File: src/rtl/spi_tx_arbiter.sv
// Two-requester SPI transmit arbiter: round-robin grant, byte latch, slave
// select and inter-transaction gap. Every output is driven from a flop.
// Optional WAIT timeout is compiled in when SPI_ARB_TIMEOUT_EN is defined.
module spi_tx_arbiter #(
  parameter int unsigned TIMEOUT_CYCLES = 255,
  parameter int unsigned GAP_CYCLES     = 2
) (
  input  logic       clk,
  input  logic       rst,
  input  logic [1:0] req,
  input  logic [7:0] data0,
  input  logic [7:0] data1,
  output logic [1:0] ack,
  output logic       spi_start,
  output logic [7:0] spi_din,
  input  logic       spi_done,
  output logic [1:0] cs_n,
  output logic       busy,
  output logic       err
);

`ifdef SPI_ARB_TIMEOUT_EN
  localparam bit TimeoutEn = 1'b1;
`else
  localparam bit TimeoutEn = 1'b0;
`endif

  localparam logic [15:0] TimeoutLast = 16'(TIMEOUT_CYCLES - 1);
  localparam logic [3:0]  GapLast     = 4'(GAP_CYCLES - 1);

  typedef enum logic [1:0] {StIdle, StLaunch, StWait, StGap} state_e;

  state_e      state_q, state_d;
  logic        grant_q, grant_d;
  logic        last_q, last_d;
  logic [15:0] cnt_q, cnt_d;
  logic [3:0]  gap_q, gap_d;
  logic [7:0]  din_q, din_d;
  logic [1:0]  ack_d, cs_n_d;
  logic        err_d, start_d, busy_d;

  // Next-state, arbitration and registered-output decode.
  always_comb begin
    state_d = state_q;
    grant_d = grant_q;
    last_d  = last_q;
    cnt_d   = cnt_q;
    gap_d   = gap_q;
    din_d   = din_q;
    ack_d   = 2'b00;
    err_d   = 1'b0;

    unique case (state_q)
      StIdle: begin
        if (|req) begin
          // With both requesting, the one not served last wins.
          grant_d = (req == 2'b11) ? ~last_q : req[1];
          last_d  = grant_d;
          din_d   = grant_d ? data1 : data0;
          cnt_d   = 16'd0;
          state_d = StLaunch;
        end
      end
      StLaunch: state_d = StWait;
      StWait: begin
        if (spi_done) begin
          ack_d[grant_q] = 1'b1;
          gap_d          = 4'd0;
          state_d        = StGap;
        end else if (TimeoutEn && (cnt_q == TimeoutLast)) begin
          ack_d[grant_q] = 1'b1;
          err_d          = 1'b1;
          gap_d          = 4'd0;
          state_d        = StGap;
        end else if (cnt_q != 16'hFFFF) begin
          cnt_d = cnt_q + 16'd1;
        end
      end
      StGap: begin
        if (gap_q == GapLast) state_d = StIdle;
        else                  gap_d   = gap_q + 4'd1;
      end
      default: state_d = StIdle;
    endcase

    start_d = (state_d == StLaunch);
    busy_d  = (state_d != StIdle);
    cs_n_d  = 2'b11;
    if ((state_d == StLaunch) || (state_d == StWait)) cs_n_d[grant_d] = 1'b0;
  end

  // State and output registers; reset leaves requester 0 favoured.
  always_ff @(posedge clk) begin
    if (rst) begin
      state_q   <= StIdle;
      grant_q   <= 1'b0;
      last_q    <= 1'b1;
      cnt_q     <= 16'd0;
      gap_q     <= 4'd0;
      din_q     <= 8'h00;
      ack       <= 2'b00;
      err       <= 1'b0;
      spi_start <= 1'b0;
      cs_n      <= 2'b11;
      busy      <= 1'b0;
    end else begin
      state_q   <= state_d;
      grant_q   <= grant_d;
      last_q    <= last_d;
      cnt_q     <= cnt_d;
      gap_q     <= gap_d;
      din_q     <= din_d;
      ack       <= ack_d;
      err       <= err_d;
      spi_start <= start_d;
      cs_n      <= cs_n_d;
      busy      <= busy_d;
    end
  end

  assign spi_din = din_q;

endmodule

File: config.mk
export PLATFORM = sky130hd
export DESIGN_NAME = spi_tx_arbiter
export DESIGN_NICKNAME = d
export VERILOG_FILES = /design/src/rtl/spi_tx_arbiter.sv
export SDC_FILE = /design/constraint.sdc
export NUM_CORES = 1
export LEC_CHECK = 0
export BUFFER_PORTS_ARGS = -buffer_cell sky130_fd_sc_hd__buf_2
export CELL_PAD_IN_SITES_DETAIL_PLACEMENT = 2
export CELL_PAD_IN_SITES_GLOBAL_PLACEMENT = 2
export CORE_UTILIZATION = 27
export CTS_BUF_LIST = sky130_fd_sc_hd__clkbuf_16
export DETAILED_ROUTE_END_ITERATION = 16
export PLACE_DENSITY_LB_ADDON = 0.1
export RECOVER_POWER = 25
export SYNTH_ARGS = -nofsm -noshare
export SYNTH_HDL_FRONTEND = slang
export SYNTH_SLANG_ARGS = --single-unit
File: constraint.sdc
create_clock -name clk -period 2.09 [get_ports clk]
set_input_delay 0.1045 -clock clk [delete_from_list [all_inputs] [get_ports clk]]
set_output_delay 0.1045 -clock clk [all_outputs]
set_load 0.02 [all_outputs]
==> run metrics <==
Setup CP Type=reg -> reg; CTS tree=built; worst setup path start=gap_q[1]$_SDFFE_PP0P_; max cap viols=0; clk_skew=slightly above 0.002 ns; antenna cells=0; pwr dens=approximately 900 nW/µm²; R2R Path End=cs_n[1]$_SDFF_PP1_; vias=between 900 and 1000; final slew viol count=0; fmax=~500 MHz; # hold bufs at CTS=0; Max stage delay cell, worst path=or3b_2; cell area after layout=roughly 1300 µm²; Critical Path RT=2.22 ns; H-tree depth=1; Bufs and invs on worst path=1; Iteration-0 DRC Markers=54; Num CTS Buffers=3; R2R Setup Slk=about 0.10 ns; mapped cell area=roughly 980 µm²; Crit path depth=7; delay-heaviest family, CP=simple AND/OR/NAND/NOR gates; Peak VDD IR=about 0.00027 V; Placed Area=~1200 µm²; Rows=21; # nets final=170; die width=around 62 µm; most frequent cells in the layout=buf_2, dfxtp_1, nand2_1; clock-pin slew on the worst setup and hold paths=0.06 ns; syn nets=~130; Clock Path Buffers=2; sequential share of the synthesized area=between 40% and 50%; total grt overflow=0; initial antenna violation count=0; layout cells sized above 1=27.3%; Critical Path End=cs_n[1]$_SDFF_PP1_; CTS root buf=clkbuf_16; Final ANT Viol Nets=0; first-pass iteration count of the detailed router=3; CTS Sinks=22; number of global-route vias before repair=a little under 1000; Syn. warnings=0; gpl congestion=approximately 0.72; class of the worst hold path=in -> reg; post-DR wirelength/cell=approximately 15 µm; worst skew pair latency=roughly 0.25 ns; Cell Chain, Critical Path=inv_1 -> ha_1 -> and4bb_4 -> nor2_1 -> nor2_1 -> ha_1 -> or3b_2; FF+latch count, synth=22; syn avg cell area=8.97 µm²; core area=3390 µm²; min Tclk post-route=between 1.5 and 2 ns; final setup violation count=0; critical path's largest stage delay=~0.43 ns; post-CTS sizing=0; FF-to-FF Start=gap_q[1]$_SDFFE_PP0P_; Detailed Route WL=about 2800 µm; Initial Utilization=28.8%; Critical Path AT=2.12 ns; die height=62.2 µm; placed wire-length estimate=roughly 2000 µm; detailed-route DRC error count=0; Total GRT Usage=15.5%; status=complete, no violations; Boundary Pins=36; largest net degree at the start of global routing=22; dominant synthesized flop cell=dfxtp_1; die area=3860 µm²; Hold Vio Cnt, Final=0; CP endpoint kind=flop; Register-to-Register Path Depth=7; P&R area growth vs syn=29.4%; LEAKAGE=~0.51 nW; Fin Setup TNS=0 ns; setup repair bufs after CTS=0; Worst Setup Start Kind=flop; unrepaired setup endpoints after global routing=false; commonest non-fill, non-tap cell in the layout=buf_2; number of synthesized flops with an enable pin=0; Via density=~5; first-pass GRT wire length=4730 µm; FFs w/ async S/R, synth=0%; crit-path max FO=8; cell count after synthesis=~110; I/O Buffers=34; fin crit share=a little over nine tenths; fillers=between 300 and 400; Synth cell types=34
[worst min-delay path: cells and delay by family]
kind	cells	cell delay (ns)
buffers and inverters	1	0.10
AND/OR/NAND/NOR	1	0.05
AO/OA/AOI/OAI	1	0.07
[sequential cells by signal, indices dropped and copies added (netlist names)]
signal / flops
gap_q: 4
last_q: 1
busy: 1
cs_n: 2
state_q: 2
spi_din: 8
ack: 2
grant_q: 1
spi_start: 1
[final cells by class]
cell class                 instances  area [µm²]  area share [%]
multi-input combinational         78         495            39.2
tap                               46        57.6            4.55
clock buffer                       3        75.1            5.93
sequential                        22         440            34.8
inverter                           2        7.51           0.593
timing repair buffer              38         189            14.9
[routing by layer]
metal,up-vias,track usage (%),part of all wire (%)
met4,0,6.10,0.67
met2,23,27.2,50
li1,459,-,-
met5,-,0,0
met1,463,18.2,45
met3,2,3.31,4.6
[cell families after synthesis]
group	Yosys count	synth area share [%]
compound gates	31	21.8
flops	22	45.1
fa+ha+maj	4	5.12
simple gates	42	23.4
other cells	1	0.384
buf+inv	9	4.23
[metrics by stage]
stage                     std cells  power (mW)  hold slack, ns  utilization, %  worst slack [ns]
after floorplan                 109       0.655           0.264               -             0.273
after global placement          186       0.744           0.373            35.4             0.179
after detailed placement        186       0.755           0.386            35.4             0.123
after CTS                       189        1.16           0.117            37.7            0.0864
after global routing            189        1.21           0.125            37.3            0.0189
final                           189        1.14           0.118            37.3             0.100
[worst min-delay path by stage]
stage | slack [ns] | cells after the start | start | endpoint
floorplan | 0.26 | 2 | data1[0] | spi_din[0]$_SDFFE_PP0P_
global placement | 0.37 | 3 | data1[2] | spi_din[2]$_SDFFE_PP0P_
detailed placement | 0.39 | 3 | data1[7] | spi_din[7]$_SDFFE_PP0P_
CTS | 0.12 | 3 | data1[3] | spi_din[3]$_SDFFE_PP0P_
global route | 0.13 | 3 | data1[6] | spi_din[6]$_SDFFE_PP0P_
finish | 0.12 | 3 | data1[4] | spi_din[4]$_SDFFE_PP0P_
[synth_stat cells (2+ instances only)]
master	n	share of area [%]
dfxtp_1	22	45
nand2_1	17	6.5
a21oi_1	12	6.1
a311oi_1	8	7.2
nor2_1	6	2.3
ha_1	4	5.1
or4_1	4	3.1
buf_2	3	1.5
o21ai_0	3	1.5
clkbuf_1	2	0.77
inv_1	2	0.77
nand3b_1	2	1.5
nor2b_1	2	1.3
or3b_2	2	1.8
[report_power, final]
group | switching (mW) | internal (mW) | total [mW]
sequential | 0.0280 | 0.462 | 0.490
combinational | 0.152 | 0.0969 | 0.249
clock | 0.151 | 0.253 | 0.404
total | 0.331 | 0.812 | 1.14
(Power assumes the default switching activity.)
